File: src/rtl/trap_value_csr.sv
// Machine trap-value CSR (mtval): captures the highest-priority exception value on a trap,
// supports CSRRW/CSRRS/CSRRC software access and tracks trap-handler nesting depth.
module trap_value_csr #(
    parameter int          XLEN     = 32,
    parameter int          NUM_SRC  = 4,
    parameter int          NEST_W   = 2,
    parameter logic [11:0] CSR_ADDR = 12'h343,
    localparam int         SRC_W    = (NUM_SRC > 1) ? $clog2(NUM_SRC) : 1
) (
    input  logic                    clk_in,
    input  logic                    rst_in,
    input  logic                    set_cause_in,
    input  logic [NUM_SRC-1:0]      src_valid_in,
    input  logic [NUM_SRC*XLEN-1:0] src_tval_in,
    input  logic                    mret_in,
    input  logic                    wr_en_in,
    input  logic [1:0]              csr_op_in,
    input  logic [11:0]             csr_addr_in,
    input  logic [XLEN-1:0]         data_wr_in,
    output logic [XLEN-1:0]         mtval_out,
    output logic [SRC_W-1:0]        src_id_out,
    output logic                    in_handler_out,
    output logic [NEST_W-1:0]       nest_cnt_out,
    output logic                    overflow_out,
    output logic                    capture_pulse_out
);

    localparam logic [0:0] IDLE    = 1'b0;
    localparam logic [0:0] HANDLER = 1'b1;

    localparam logic [NEST_W-1:0] NEST_MAX = {NEST_W{1'b1}};

    localparam logic [1:0] OP_WRITE = 2'b01;
    localparam logic [1:0] OP_SET   = 2'b10;
    localparam logic [1:0] OP_CLEAR = 2'b11;

    logic [0:0]      state;
    logic            sel_hit;
    logic [SRC_W-1:0] sel_id;
    logic [XLEN-1:0] sel_tval;
    logic            csr_hit;

    // Scan from the highest index down so the lowest valid index is the last (winning) assignment.
    always_comb begin
        sel_hit  = 1'b0;
        sel_id   = '0;
        sel_tval = '0;
        for (int i = NUM_SRC - 1; i >= 0; i--) begin
            if (src_valid_in[i]) begin
                sel_hit  = 1'b1;
                sel_id   = SRC_W'(i);
                sel_tval = src_tval_in[i*XLEN +: XLEN];
            end
        end
    end

    assign csr_hit = wr_en_in && (csr_addr_in == CSR_ADDR);

    // A trap capture always takes precedence over a software write in the same cycle.
    always_ff @(posedge clk_in or posedge rst_in) begin
        if (rst_in) begin
            mtval_out  <= '0;
            src_id_out <= '0;
        end else if (set_cause_in) begin
            mtval_out <= sel_hit ? sel_tval : '0;
            if (sel_hit) begin
                src_id_out <= sel_id;
            end
        end else if (csr_hit) begin
            case (csr_op_in)
                OP_WRITE: mtval_out <= data_wr_in;
                OP_SET:   mtval_out <= mtval_out | data_wr_in;
                OP_CLEAR: mtval_out <= mtval_out & ~data_wr_in;
                default:  mtval_out <= mtval_out;
            endcase
        end
    end

    always_ff @(posedge clk_in or posedge rst_in) begin
        if (rst_in) begin
            state             <= IDLE;
            nest_cnt_out      <= '0;
            overflow_out      <= 1'b0;
            capture_pulse_out <= 1'b0;
        end else begin
            capture_pulse_out <= set_cause_in;
            case (state)
                IDLE: begin
                    if (set_cause_in) begin
                        state        <= HANDLER;
                        nest_cnt_out <= '0;
                    end
                end
                HANDLER: begin
                    if (set_cause_in) begin
                        // Saturate rather than wrap so depth is never under-reported.
                        if (nest_cnt_out == NEST_MAX) begin
                            overflow_out <= 1'b1;
                        end else begin
                            nest_cnt_out <= nest_cnt_out + 1'b1;
                        end
                    end else if (mret_in) begin
                        if (nest_cnt_out == '0) begin
                            state <= IDLE;
                        end else begin
                            nest_cnt_out <= nest_cnt_out - 1'b1;
                        end
                    end
                end
                default: state <= IDLE;
            endcase
        end
    end

    assign in_handler_out = (state == HANDLER);

endmodule
File: config.mk
export PLATFORM = sky130hd
export DESIGN_NAME = trap_value_csr
export DESIGN_NICKNAME = d
export VERILOG_FILES = /design/src/rtl/trap_value_csr.sv
export SDC_FILE = /design/constraint.sdc
export NUM_CORES = 1
export LEC_CHECK = 0
export CORE_MARGIN = 10
export CORE_UTILIZATION = 30
export DETAILED_ROUTE_END_ITERATION = 16
export PLACE_DENSITY = 0.69
export REMOVE_ABC_BUFFERS = 1
export SLEW_MARGIN = 15
export SYNTH_ARGS = -nofsm -noshare
export SYNTH_HDL_FRONTEND = slang
export SYNTH_SLANG_ARGS = --single-unit
File: constraint.sdc
create_clock -name clk_in -period 1.84 [get_ports clk_in]
set_clock_uncertainty 0.15 [all_clocks]
set_input_delay 0.46 -clock clk_in [delete_from_list [all_inputs] [get_ports clk_in]]
set_output_delay 0.46 -clock clk_in [all_outputs]
set_load 0.1 [all_outputs]
# [After elaboration in Yosys (flattened, before gate mapping)]
# Cells that the tools add are included.
[classes] n_addsub=2 n_eq_ne=9 n_mux=27 bitwise_logic=4 reduce_logical=8
[ops] cell="$mux 32" count=7
[ops] cell="$pmux 32 s3" count=1
[ops] cell="$and 32x32->32" count=1
[ops] cell="$not 32->32" count=1
[ops] cell="$or 32x32->32" count=1
[ops] cell="$mux 2" count=9
[ops] cell="$eq 12x10->1 const B" count=1
[ops] cell="$ne 3x3->1 const B" count=3
[ops] cell="$mux 1" count=8
[ops] cell="$eq 2x2->1 const B" count=3
[ops] cell="$pmux 2 s2" count=1
[ops] cell="$reduce_and 2->1" count=2
[ops] cell="$reduce_and 4->1" count=1
[ops] cell="$reduce_bool 4->1" count=1
[ops] cell="$reduce_and 3->1" count=1
[ops] cell="$add 2x1->2 const B" count=1
[ops] cell="$eq 2x1->1 const B" count=1
[ops] cell="$logic_not 2->1" count=1
[ops] cell="$ne 2x2->1 const B" count=1
[ops] cell="$pmux 1 s2" count=1
[ops] cell="$reduce_bool 2->1" count=1
[ops] cell="$sub 2x1->2 const B" count=1
[ops] cell="$logic_and 1x1->1" count=1
[ops] cell="$not 1->1" count=1
[totals] regBits=39 inputBits=183 output_inout_bits=39 elab_cells=56

# [Depth between registers and ports, before layout]
[depth] depth_word=6 ltp_mapped=7 ltp_nobuf=4

# [Least setup slack after synthesis]
# Ideal clock, no wire load.
[synth_timing] path_kind="input to register" startpoint="in csr_addr_in[3]" endpoint="reg mtval_out[0]" setup_ns=0.121 arrival_ns=1.809 required_time_ns=1.569 path_slack_ns=-0.240 path_stages=5 path_buffers=1 cell_sequence="or4_4 nor4b_4 buf_6 a31oi_1 o22a_1"
[synth_between] elab_chain_len=4
[synth_lines] item="start, declared" line_no="18" text="input logic [11:0] csr_addr_in,"
[synth_lines] item="$eq 12x10->1" line_no="57" text="assign csr_hit = wr_en_in && (csr_addr_in == CSR_ADDR);"
[synth_lines] item="$logic_and 1x1->1" line_no="57"
[synth_lines] item="$reduce_bool 2->1 (no line)"
[synth_lines] item="$reduce_and 2->1 (no line)"
[synth_lines] item="end signal, assigned" line_no="65" text="mtval_out <= sel_hit ? sel_tval : '0;"
[synth_lines] item="end signal, assigned" line_no="71" text="OP_WRITE: mtval_out <= data_wr_in;"
[synth_lines] item="end signal, assigned" line_no="72" text="OP_SET: mtval_out <= mtval_out | data_wr_in;"
[synth_lines] item="end, declared" line_no="20" text="output logic [XLEN-1:0] mtval_out,"
# Every way passes these cells.
# A chain may end at the register's enable or synchronous reset.

# [Worst setup path after layout]
[layout_timing] startpoint="in csr_addr_in[4]" endpoint="reg mtval_out[22]"
# The elaborated chain is that of the path after synthesis.

==> flow_summary.yaml <==
global_route:
  grt_use_met1_pct: 21.71
  grtUsageMet3_pct: 6.081
  overflow: 0
  met2_usage_pct: 32.75
  grt_busiest_layer: "met2"
  antenna_found_initial: 0
  grt_pass1_wl_um: 24950
  grt_pass1_vias: 4602
  grtUsageTotal_pct: 18.82
  grt_max_degree: 40
sta:
  max_freq_mhz: 488.9
  fin_crit_sh_pct: 111.2
  setup_viol: 32
  worstMarginPinSlew_ps: 317.9
  slew_viol_final: 0
  fin_ws_ps: -205.6
  hold_viol_final: 0
  period_needed_ps: 2046
  rsz0062_at_grt: "yes"
  slew_headroom_pct: 78.58
drt:
  drt_iter0_markers: 285
  vias: 4420
  wirelength_um: 16080
  first_pass_iters: 5
  ant_nets: 0
  drc: 0
  wl_per_cell_um: 20.07
  routed_via_density: 5.518
critical_path:
  critPathMaxFanout: 6
  crit_type: "in -> reg"
  worstSetupStartpointType: "input port"
  rrSetupSlack_ps: 590
  r2r_cells: 4
  crit_arrival_ps: 2050
  worst-endpoint-required_ps: 1850
  r2r-end: "mtval_out[1]"
  crit_path_end_kind: "register"
  regToRegStartpoint: "mtval_out[1]"
  crit_start: "csr_addr_in[4]"
hold_path:
  whs_path_depth: 1
  min-delay-start: "set_cause_in"
  hold_end: "capture_pulse_out"
  hold_class: "in -> reg"
clock_tree:
  numCtsBuffers: 5
  clock_path_buffers: 2
  insertion_delay_ps: 270
  root_buffer: "clkbuf_16"
  htree_levels: 2
  clock-sinks: 39
  hold_buffers: 0
  cts.clk_slew.worst_paths_ps: 60
  cts_tree: "built"
power:
  ir_drop_uv: 846.9
  power.density_nw_per_um2: 642.9
  power_leakage_nw: 2.949
logic_synthesis:
  yosys.area.top_type: "dfrtp_1"
  synth_cells: 442
  synth_area_leaders: "dfrtp_1 (28%), a21oi_1 (14%), a221o_1 (9.3%), o22a_1 (8.4%), a21o_1 (7.0%)"
  netlist_area_um2: 3430
  avgSynthCellArea_um2: 7.759
  yosysWarnings: 0
  ys_ff_latch: 39
  ys_types: 25
  synth_seq_area_share_pct: 28.46
  yosysTopAreaCellShare_pct: 28.46
place:
  io_buffers: 221
  place_area_um2: 6354
  gp_congestion: 0.8300
  dp_slack_ps: -769.1
  dp_hpwl_um: 12440
floorplanning:
  fp.dieH_um: 126.9
  die-area_um2: 16110
  start_util_pct: 31.09
  rows: 38
  dieWidth_um: 126.9
  fp.coreArea_um2: 11030
  io_pins: 222
outcome:
  violations: "negative setup slack"
  outcome: "finished, violations left"
final_layout:
  diodes: 0
  layout_commonest_cell: "clkdlybuf4s50_1"
  final_cell_mix: "clkdlybuf4s50_1 (172), a21oi_1 (99), buf_12 (57), dfrtp_1 (39), nand2_1 (37)"
  layout-drive-gt1-share_pct: 15.89
  fin_area_um2: 6824
  nNetsFinal: 843
  area_growth_pct: 98.98
flow_run:
  max_cap_violations: 0
## metrics by stage
stage                     utilization, %  power (W)  std cells  hold slack (ps)  TNS [ps]
after floorplan                        -   0.002303        392            341.4    -55400
after global placement             57.60   0.003498        779            361.4    -22980
after detailed placement           57.60   0.003540        779            376.9    -23860
after CTS                          61.06   0.004409        799            312.2     -6900
after global routing               61.86   0.004582        801            326.9     -7259
final                              61.86   0.004387        801            319.3     -5462
## metal layers
metal	vias to the layer above	routed length [um]
met5	-	0
met4	0	281
met3	21	1366
met2	183	7974
met1	2114	6455
li1	2102	-
## worst max path at each step
stage	end	slack [ps]
2_1_floorplan	mtval_out[17]	-1780
5_1_grt	mtval_out[8]	-260
3_5_place_dp	mtval_out[1]	-770
4_1_cts	mtval_out[8]	-250
6_report	mtval_out[22]	-210
3_3_place_gp	mtval_out[23]	-730
## synthesized netlist by cell type
master,number
a21o_1,32
a21o_4,1
a21oi_1,99
a221o_1,32
a31oi_1,32
a32o_1,1
a41o_1,1
and2_1,1
buf_1,2
buf_6,6
clkbuf_1,42
dfrtp_1,39
inv_1,36
mux2i_1,1
nand2_1,37
nand3b_1,32
nand4_1,1
nor2_1,6
nor4b_2,1
nor4b_4,1
o21a_1,1
o21ai_0,3
o22a_1,33
o41ai_1,1
or4_4,1
## area by class of cell
cell class                      instances  area [um^2]
Clock inverter                          1        5.005
Sequential cell                        39        975.9
Clock buffer                            7        132.6
Multi-Input combinational cell        317         2186
Timing Repair Buffer                  261         3214
Inverter                               36        135.1
Tap cell                              140        175.2
Fill cell                             953         4207
## what timing repair did
action / in CTS / in global routing
setup buffers: 7 / 2
setup endpoints to repair: 32 / 32
gates resized for setup: 27 / 10
pin swaps: 22 / 7
cloned: 5 / 0
## report_power, final
group / switching [W] / leakage, nW / internal, W / total, W
logic: 0.00133 / 2.42 / 0.00110 / 0.00243
clock network: 0.000313 / 0.0679 / 0.000500 / 0.000814
registers: 0.000174 / 0.464 / 0.000969 / 0.00114
total: 0.00182 / 2.95 / 0.00257 / 0.00439
## state kept, by name, summed over array words and instances, names as in the netlist
| name | count |
|---|---|
| in_handler_out | 1 |
| nest_cnt_out | 2 |
| capture_pulse_out | 1 |
| mtval_out | 32 |
| src_id_out | 2 |
| overflow_out | 1 |
## kinds of logic after synthesis
logic type             share of synthesized area (%)
buffers and inverters                          10.73
multiplexers                                  0.2919
flip-flops                                     28.46
AO/OA/AOI/OAI                                  46.99
AND/OR/NAND/NOR                                13.54
## worst max-delay path: stages
cell and delay [ps]:
buf_6 90, or4_4 530, nor4b_4 210, buf_4 170
buf_12 110, buf_12 120, buf_12 120, a31oi_2 70
o22a_1 170
Power figures use the tool's default switching activity.
